<file path="config.mk">
export PLATFORM = sky130hd
export DESIGN_NAME = apb_const_rom
export DESIGN_NICKNAME = d
export VERILOG_FILES = /design/src/rtl/apb_const_pkg.sv /design/src/rtl/apb_sat_counter.sv /design/src/rtl/apb_const_rom.sv
export SDC_FILE = /design/constraint.sdc
export NUM_CORES = 1
export LEC_CHECK = 0
export CELL_PAD_IN_SITES_DETAIL_PLACEMENT = 0
export CELL_PAD_IN_SITES_GLOBAL_PLACEMENT = 1
export CORE_MARGIN = 10
export CORE_UTILIZATION = 42
export CTS_CLUSTER_SIZE = 14
export DETAILED_ROUTE_END_ITERATION = 16
export GPL_ROUTABILITY_DRIVEN = 0
export GPL_TIMING_DRIVEN = 0
export PLACE_DENSITY_LB_ADDON = 0.1
export SKIP_LAST_GASP = 1
export SLEW_MARGIN = 20
export SYNTH_ARGS = -nofsm -noshare
export SYNTH_HDL_FRONTEND = slang
export SYNTH_HIERARCHICAL = 1
export SYNTH_SLANG_ARGS = --single-unit
</file>
<file path="constraint.sdc">
create_clock -name pclk -period 2.98 [get_ports pclk]
set_clock_uncertainty 0.1 [all_clocks]
set_input_delay 0.894 -clock pclk [delete_from_list [all_inputs] [get_ports pclk]]
set_output_delay 0.894 -clock pclk [all_outputs]
set_load 0.05 [all_outputs]
</file>
<file path="src/rtl/apb_const_pkg.sv">
// Shared types and constant table for the APB constant ROM.
// Constants are 2.62 unsigned fixed point, stored high word first.
package apb_const_pkg;

  typedef enum logic [1:0] {
    S_IDLE,
    S_WAIT,
    S_ACCESS
  } state_t;

  localparam int MAX_WORDS = 16;

  localparam logic [31:0] CONST_TABLE [0:MAX_WORDS-1] = '{
    32'hC90F_DAA2, 32'h2168_C234,   // pi
    32'hADF8_5458, 32'hA2BB_4A9A,   // e
    32'h0, 32'h0, 32'h0, 32'h0,
    32'h0, 32'h0, 32'h0, 32'h0,
    32'h0, 32'h0, 32'h0, 32'h0
  };

endpackage

</file>
<file path="src/rtl/apb_sat_counter.sv">
// Free-running event counter that sticks at all-ones instead of wrapping.
module apb_sat_counter #(
  parameter int W = 32
) (
  input  logic         clk,
  input  logic         rst,
  input  logic         en,
  output logic [W-1:0] count
);

  always_ff @(posedge clk or posedge rst) begin
    if (rst)
      count <= '0;
    else if (en && count != '1)
      count <= count + W'(1);
  end

endmodule

</file>
<file path="src/rtl/apb_const_rom.sv">
// Read-only APB slave serving a small constant table plus good/error
// transfer counters, with a programmable number of access wait states.
module apb_const_rom
  import apb_const_pkg::*;
#(
  parameter logic [31:0] BASE_ADDR   = 32'h7000_0000,
  parameter int          NUM_WORDS   = 4,
  parameter int          WAIT_STATES = 0
) (
  input  logic        pclk,
  input  logic        preset,
  input  logic        psel,
  input  logic        penable,
  input  logic        pwrite,
  input  logic [31:0] paddr,
  input  logic [31:0] pwdata,
  output logic [31:0] prdata,
  output logic        pready,
  output logic        pslverr
);

  localparam logic [3:0]  WS      = 4'(WAIT_STATES);
  localparam logic [31:0] N_WORDS = 32'(NUM_WORDS);

  state_t      state;
  logic [3:0]  wcnt;
  logic [31:0] lat_addr;
  logic        lat_wr;
  logic [31:0] rd_cnt, err_cnt;

  logic [31:0] sel_idx, sel_data;
  logic        sel_wr, sel_err, setup, go_access;

  // Write data is never stored; reduce it so the port is not flagged unused.
  logic unused_wdata;
  assign unused_wdata = ^pwdata;

  assign setup = psel && !penable;

  // In IDLE the address is still on the bus (zero-wait case); afterwards
  // only the copy latched at the setup edge is trusted.
  always_comb begin
    sel_idx  = ((state == S_IDLE) ? paddr : lat_addr) - BASE_ADDR;
    sel_wr   = (state == S_IDLE) ? pwrite : lat_wr;
    sel_err  = sel_wr || (sel_idx > N_WORDS + 32'd1);
    sel_data = err_cnt;
    if (sel_idx < N_WORDS)
      sel_data = CONST_TABLE[sel_idx[3:0]];
    else if (sel_idx == N_WORDS)
      sel_data = rd_cnt;
    go_access = (state == S_IDLE && setup && WS == 4'd0) ||
                (state == S_WAIT && psel && wcnt == 4'd1);
  end

  always_ff @(posedge pclk or posedge preset) begin
    if (preset) begin
      state    <= S_IDLE;
      wcnt     <= 4'd0;
      lat_addr <= '0;
      lat_wr   <= 1'b0;
      prdata   <= '0;
      pready   <= 1'b0;
      pslverr  <= 1'b0;
    end else begin
      pready  <= 1'b0;
      pslverr <= 1'b0;
      prdata  <= '0;
      case (state)
        S_IDLE: begin
          if (setup) begin
            lat_addr <= paddr;
            lat_wr   <= pwrite;
            if (WS == 4'd0) begin
              state <= S_ACCESS;
            end else begin
              state <= S_WAIT;
              wcnt  <= WS;
            end
          end
        end
        S_WAIT: begin
          if (!psel) begin
            state <= S_IDLE;
            wcnt  <= 4'd0;
          end else if (wcnt == 4'd1) begin
            state <= S_ACCESS;
            wcnt  <= 4'd0;
          end else begin
            wcnt <= wcnt - 4'd1;
          end
        end
        S_ACCESS: state <= S_IDLE;
        default:  state <= S_IDLE;
      endcase
      // Response is computed one edge early so the outputs stay registered.
      if (go_access) begin
        pready  <= 1'b1;
        pslverr <= sel_err;
        prdata  <= sel_err ? 32'h0 : sel_data;
      end
    end
  end

  // Counters bump as the ACCESS cycle closes, so an RD_CNT read sees the
  // value from before its own increment.
  apb_sat_counter #(.W(32)) u_rd_cnt (
    .clk   (pclk),
    .rst   (preset),
    .en    (state == S_ACCESS && !pslverr),
    .count (rd_cnt)
  );

  apb_sat_counter #(.W(32)) u_err_cnt (
    .clk   (pclk),
    .rst   (preset),
    .en    (state == S_ACCESS && pslverr),
    .count (err_cnt)
  );

endmodule

</file>
==> results by group, run 1 <==
STA
  • Final hold violations: 0
  • Final setup viols: 0
  • WHS: approximately 0.37 ns
  • Tmin final: 2.95 ns
  • Tightest Pin Transition: slightly above 0.8 ns
  • Fmax: ~0.34 GHz
  • Max transition margin: 0.460
  • Tcrit/Tclk final: 0.991
  • Max-slew violations: 0

CTS
  • Clock Latency Late Sink: around 0.42 ns
  • Root buffer cell: clkbuf_16
  • Max clock buf depth: 2
  • TritonCTS clock tree: yes
  • Inserted Clock Buffers: 17
  • Hold_buf cts: 0
  • Clk sink count: roughly 130
  • Htree depth: 4
  • Clk pin slew, worst setup/hold paths: 0.06 ns

Critical path
  • Setup CP Type: primary input to flip-flop
  • Critical Path Stages: 8
  • Crit path max-delay cell type: clkdlybuf4s50_1
  • Cells along the critical path: clkdlybuf4s50_1, nor4_1, nand4_1, buf_4, o22ai_4, nand3_4, clkbuf_4, a221oi_1
  • Crit path max fanout: 10
  • R2R Setup Slk: between 0.3 and 0.4 ns
  • Worst r2r src: state[1]$_DFFE_PP0P_
  • Critical Path Sink Type: flip-flop
  • Crit path from: paddr[22]
  • FF-to-FF path depth: 9
  • CP Data Arrival Time: about 3.1 ns
  • Reg-to-Reg End: prdata[23]$_DFF_PP0_
  • Critical Path RT: approximately 3.2 ns
  • Crit path max-delay family: buffers and inverters
  • Termination of the worst setup path: prdata[23]$_DFF_PP0_
  • CP max stage delay: between 0.4 and 0.5 ns
  • Critical Path Start Type: primary input
  • Buf/Inv on CP: 3

Logic synthesis
  • Synth top area share: 0.509
  • Synth Cell Area: 6490 sq um
  • Asr flop ratio synth: 1.00
  • Synthesized net count: roughly 710
  • Area contributors post-synth: dfrtp_1 51%, nand2_1 7.2%, xnor2_1 7.0%
  • Yosys reg bits: between 100 and 150
  • Primary FF master, synth: dfrtp_1
  • Yosys Warn Count: 6
  • Seq/Total Area, Yosys: 0.509
  • Post-Synthesis Cells: 633
  • EDFF count, synth: 0
  • Unique cell type count in the Yosys netlist: between 50 and 60
  • Synth area leader: dfrtp_1
  • Syn_area_per_cell: approximately 10 sq um

Drt
  • Detail Route Antenna Nets: 0
  • Drt pass-1 iters: 5
  • DR vias: about 5200
  • Total Wirelength: roughly 18 mm
  • Drt wl/cell: approximately 19 um
  • Vias per cell: roughly 5.5
  • # DRC: 0
  • DRC violation total after the first TritonRoute iteration: between 200 and 300

Layout
  • Area of the multi-input gates: ~3000 sq um
  • Fill count: around 1400
  • Final net count: 810
  • Antenna cells: 0
  • Area grow syn2layout: 26.5%
  • Design area: 8210 sq um
  • Commonest non-fill, non-tap cell in the layout: dfrtp_1
  • Share of layout cells above drive strength 1: 0.128
  • Register area: around 3300 sq um
  • Commonest cells after routing, fill and taps aside: 132 x dfrtp_1, 124 x nand2_1, 70 x clkdlybuf4s50_1, 52 x xnor2_1, 48 x nand3_1

Pwr
  • Logic pwr share: 0.096
  • Clock Power Share: 0.463
  • Pwr/cell area: ~570 nW/um^2
  • Sw frac: 0.250
  • VDD IR max: approximately 0.38 mV
  • Switching pwr: ~1.2 mW
  • Int Pwr: around 3.5 mW
  • P_leak: between 3 and 4 nW
  • Reg power frac: 0.440
  • Final Power: about 4.7 mW

GRT
  • Busiest grt layer: met2
  • Vias in the first global route: approximately 5200
  • GRT Total Usage: 0.175
  • Remaining Overflow, GRT: 0
  • Initial antenna violation count: 0
  • Met3 usage: 0.0508
  • First-pass GRT wire length: ~28 mm
  • Largest net degree at the start of global routing: a little under 60
  • GR Util met2: 0.267
  • Met1 Resource Use GR: 0.219

Floorplanning
  • Die Ht: about 140 um
  • Core area: 15100 sq um
  • Die X: 144 um
  • I/O Pins: approximately 100
  • Initial Utilization: 0.429
  • # rows: between 40 and 50
  • Die area: 20800 sq um

Status
  • Status: complete, no violations

Worst hold path
  • Hold path cells: 2
  • Hold Crit Class: flip-flop to flip-flop

Placed design
  • Port buffer count: 70
  • Post-detail-place hpwl: roughly 13 mm
  • Placed instance area: 7460 sq um

Flow run
  • Max Cap Viol: 0
## synth_stat cells, types with 4 or more instances
cell type,number
a21o_1,6
nor3_1,18
o21ai_0,19
a31oi_1,4
clkbuf_1,16
xnor2_1,52
a2111oi_0,4
a21oi_1,18
xor2_1,4
buf_2,4
a41oi_1,4
and3_1,20
inv_1,22
nand4_1,24
nor2_1,15
a2111oi_4,4
nor4_1,11
a2111oi_2,7
nand2_1,124
a211oi_1,5
ha_1,10
mux2i_1,5
or3_1,4
dfrtp_1,132
nand3_1,48
## sequential cells by signal, summed over array words and instances (netlist names)
register         cells
prdata              32
u_err_cnt/count     32
state                1
lat_wr               1
u_rd_cnt/count      32
lat_addr            32
pslverr              1
pready               1
## cells by family (layout without fill, tap and decap cells)
logic type,count (synthesis),after routing,synth area share
buf+inv,49,160,0.0330
flops,132,132,0.509
xor+xnor,56,56,0.0756
compound gates,91,91,0.124
simple gates,288,288,0.228
mux,7,7,0.0112
fa+ha+maj,10,10,0.0193
## worst min path at each step
stage	startpoint	endpoint	slack, ns
detailed placement	lat_addr[15]$_DFFE_PP0P_	lat_addr[15]$_DFFE_PP0P_	0.36
CTS	lat_addr[15]$_DFFE_PP0P_	lat_addr[15]$_DFFE_PP0P_	0.38
finish	lat_addr[15]$_DFFE_PP0P_	lat_addr[15]$_DFFE_PP0P_	0.37
global placement	lat_addr[30]$_DFFE_PP0P_	lat_addr[30]$_DFFE_PP0P_	0.35
floorplan	lat_addr[30]$_DFFE_PP0P_	lat_addr[30]$_DFFE_PP0P_	0.34
global route	lat_addr[12]$_DFFE_PP0P_	lat_addr[12]$_DFFE_PP0P_	0.40
## routing by layer
layer	routed length, um	vias to the layer above
li1	-	2467
met1	7840	2521
met2	8070	142
met3	1210	32
met4	575	0
met5	0	-
## metrics by stage
step | setup WS (ns) | std cells | TNS, ns | util
CTS | 0.00484 | 924 | 0 | 0.536
global route | -0.0686 | 932 | -0.667 | 0.542
floorplan | 0.138 | 633 | 0 | -
global placement | -0.979 | 891 | -87.89 | 0.490
detailed placement | -0.998 | 892 | -26.80 | 0.492
finish | 0.0260 | 932 | 0 | 0.542
## worst min-delay path: stages, from the launching register on
cell and delay (ns):
dfrtp_1 0.34, nand2_1 0.05, nand2_1 0.06
## area by class of cell
class,count,area share
Clock buffer,18,0.0523
Sequential cell,132,0.402
Buffer,26,0.0163
Multi-Input combinational cell,452,0.370
Clock inverter,14,0.0226
Tap cell,188,0.0286
Timing Repair Buffer,79,0.0975
Inverter,23,0.0108
## timing repair
item / CTS / global route
resized for setup: 8 / 8
buffers inserted: 0 / 8
endpoints found under the setup margin: 33 / 43
pin swaps: 0 / 4
endpoints found under the hold margin: 0 / 0
## power by group through the flow
stage               Clock [mW]  Combinational, mW  Sequential, mW
global placement             0              0.415            2.08
floorplan                    0              0.284            2.04
CTS                       2.21              0.448            2.06
detailed placement           0              0.434            2.08
global route              2.30              0.503            2.07
finish                    2.16              0.448            2.06
Note: power is estimated with default switching activity, not from simulation.
==> run 2, diff against run 1 <==
--- a/config.mk
+++ b/config.mk
@@ -7,7 +7,7 @@
 export LEC_CHECK = 0
 export CELL_PAD_IN_SITES_DETAIL_PLACEMENT = 0
 export CELL_PAD_IN_SITES_GLOBAL_PLACEMENT = 1
-export CORE_MARGIN = 10
+export CORE_MARGIN = 4
 export CORE_UTILIZATION = 42
 export CTS_CLUSTER_SIZE = 14
 export DETAILED_ROUTE_END_ITERATION = 16
==> run 2 against run 1 <==
Effect of this change: die area down 16%; global-route usage up 3.2 points; setup slack better by 0.032 ns; clock power down 9.7%; sequential power about the same; first-iteration DRC count up 22%; cell area down 0.94%; count of clock-buffer cells in the layout up 5; sequential share of layout area up 0.38 points; register-to-register slack worse by 0.13 ns; non-clock buffer count down 2; critical path type unchanged.
==> results by group, run 2 (same netlist as run 1, synthesis figures left out) <==
Drt
  • # DRC: 0 (unchanged)
  • DR vias: 5211 (was 5162)
  • Met1 wire length: 8.01 mm (was 7.84 mm)
  • Met3 WL: 817 um (was 1.21 mm)
  • Detail Route Antenna Nets: 0 (unchanged)
  • DR top layer: met4 (unchanged)
  • Met2 Routed Length: 8.16 mm (was 8.07 mm)
  • Vias per cell: 5.60 (was 5.54)
  • Total Wirelength: 17.6 mm (was 17.7 mm)
  • Drt pass-1 iters: 5 (unchanged)
  • DRC violation total after the first TritonRoute iteration: 360 (was 295)
  • Drt wl/cell: 18.9 um (was 19.0 um)

Placed design
  • Post-detail-place hpwl: 12.9 mm (was 13.2 mm)
  • DP Cell Count: 892 (unchanged)
  • Port buffer count: 70 (unchanged)
  • Dpl ws: -1.01 ns (was -0.998 ns)
  • Placed instance area: 7460 sq um (unchanged)

Status
  • Status: complete, no violations (unchanged)

Worst hold path
  • Hold Crit Class: flip-flop to flip-flop (unchanged)

CTS
  • TritonCTS clock tree: yes (unchanged)
  • Max clock buf depth: 2 (unchanged)
  • Inserted Clock Buffers: 17 (unchanged)
  • Hold_buf cts: 0 (unchanged)
  • Clk pin slew, worst setup/hold paths: 0.06 ns (about the same)
  • Htree depth: 4 (unchanged)
  • Clk sink count: 132 (unchanged)
  • Clock Latency Late Sink: 0.41 ns (was 0.42 ns)
  • Root buffer cell: clkbuf_16 (unchanged)

Pwr
  • P_leak: 3.46 nW (was 3.50 nW)
  • Pwr/cell area: 548 nW/um^2 (was 569 nW/um^2)
  • VDD IR max: 0.390 mV (was 0.381 mV)
  • Final Power: 4.45 mW (was 4.67 mW)

STA
  • Setup WS post-layout: 0.0579 ns (was 0.0260 ns)
  • Max-slew violations: 0 (unchanged)
  • Max transition margin: 0.505 (was 0.460)
  • Fmax: 0.342 GHz (was 0.339 GHz)
  • WHS: 0.375 ns (was 0.373 ns)
  • Tcrit/Tclk final: 0.981 (was 0.991)
  • Final setup viols: 0 (unchanged)
  • RSZ-0062 raised after global routing: no
  • Tightest Pin Transition: 0.743 ns (was 0.810 ns)
  • Final TNS setup: 0 ns (unchanged)
  • Tmin final: 2.92 ns (was 2.95 ns)
  • Final hold violations: 0 (unchanged)

Layout
  • Final std cells w/o fill: 930 (was 932)
  • Design area: 8130 sq um (was 8210 sq um)
  • Commonest non-fill, non-tap cell in the layout: dfrtp_1 (unchanged)
  • Final net count: 808 (was 810)
  • Antenna cells: 0 (unchanged)
  • Commonest cells after routing, fill and taps aside: 132 x dfrtp_1, 124 x nand2_1, 70 x clkdlybuf4s50_1, 52 x xnor2_1, 48 x nand3_1 (unchanged)
  • Post-layout util: 0.537 (was 0.542)
  • Share of layout cells above drive strength 1: 0.124 (was 0.128)
  • Area grow syn2layout: 25.3% (was 26.5%)

Floorplanning
  • Die area: 17500 sq um (was 20800 sq um)
  • # rows: 45 (unchanged)
  • Die Ht: 132 um (was 144 um)
  • Initial Utilization: 0.429 (unchanged)
  • Die X: 132 um (was 144 um)
  • Core area: 15100 sq um (unchanged)
  • I/O Pins: 103 (unchanged)

Critical path
  • CP Data Arrival Time: 3.09 ns (was 3.13 ns)
  • Critical Path Sink Type: flip-flop (unchanged)
  • Critical Path RT: 3.14 ns (was 3.15 ns)
  • Cells along the critical path: clkdlybuf4s50_1, nor4_1, nand4_1, o22ai_4, nand3_4, buf_2, a221oi_1 (was clkdlybuf4s50_1, nor4_1, nand4_1, buf_4, o22ai_4, nand3_4, clkbuf_4, a221oi_1)
  • Crit path max-delay cell type: clkdlybuf4s50_1 (unchanged)
  • Crit path max fanout: 10 (unchanged)
  • Crit path max-delay family: simple AND/OR/NAND/NOR gates (was buffers and inverters)
  • Setup CP Type: primary input to flip-flop (unchanged)
  • Critical Path Start Type: primary input (unchanged)
  • Buf/Inv on CP: 2 (was 3)
  • CP max stage delay: 0.43 ns (about the same)

GRT
  • Vias in the first global route: 5319 (was 5201)
  • Largest net degree at the start of global routing: 58 (unchanged)
  • First-pass GRT wire length: 28.2 mm (was 27.7 mm)
  • GRT Total Usage: 0.207 (was 0.175)
  • Remaining Overflow, GRT: 0 (unchanged)
  • Initial antenna violation count: 0 (unchanged)

Flow run
  • Max Cap Viol: 0 (unchanged)
run 2: cell count changes in the layout (fill, tap and decap cells not counted), moves of 2 or more:
cell and delta:
bufinv_16 -3, a2111oi_0 -2, clkbuf_8 +3, a2111oi_2 +2, clkbuf_1 +2
run 2: final timing paths:
| path | from | end | slack, ns | depth (start not counted) |
|---|---|---|---|---|
| worst max-delay path | paddr[10] | prdata[20]$_DFF_PP0_ | 0.06 | 7 |
| max in group asynchronous | preset | u_rd_cnt/count[6]$_DFFE_PP0P_ | 1.39 | 2 |
| worst min-delay path | lat_addr[15]$_DFFE_PP0P_ | lat_addr[15]$_DFFE_PP0P_ | 0.38 | 2 |
| worst max register to register | state[1]$_DFFE_PP0P_ | u_err_cnt/count[29]$_DFFE_PP0P_ | 0.18 | 8 |
| min in group asynchronous | preset | prdata[17]$_DFF_PP0_ | 0.71 | 2 |
| worst min register to register | lat_addr[15]$_DFFE_PP0P_ | lat_addr[15]$_DFFE_PP0P_ | 0.38 | 2 |
run 2: cell type report:
cell class	instances	area [sq um]
clock inverters	9	78.8
well taps	188	235
clock buffers	23	478
flip-flops and latches	132	3300
inverters	23	88.8
multi-input cells	452	3050
repair buffers	77	773
fillers	1330	7010
plain buffers	26	131
run 2: what timing repair did:
item | CTS | global route
buffers inserted | 0 | 6
pin swaps | 0 | 4
setup endpoints to repair | 33 | 36
gates resized for setup | 9 | 9
run 2: worst reg2reg max path, stage by stage, from the launching register on:
cell,delay (ns)
dfrtp_1,0.47
buf_6,0.20
and2_1,0.21
clkbuf_2,0.22
nand3_1,0.13
or4_4,0.45
a311oi_4,0.53
nand3_1,0.21
xnor2_1,0.17
run 2: routing by layer:
layer,GRT usage,up-vias
met5,0,-
met4,0.0889,0
met3,0.0557,35
met2,0.321,140
met1,0.274,2582
li1,-,2454
run 2: where the power goes:
group	switching, mW	internal (mW)	total, mW
logic	0.257	0.193	0.450
clock network	0.740	1.21	1.95
registers	0.141	1.92	2.06
total	1.14	3.32	4.45
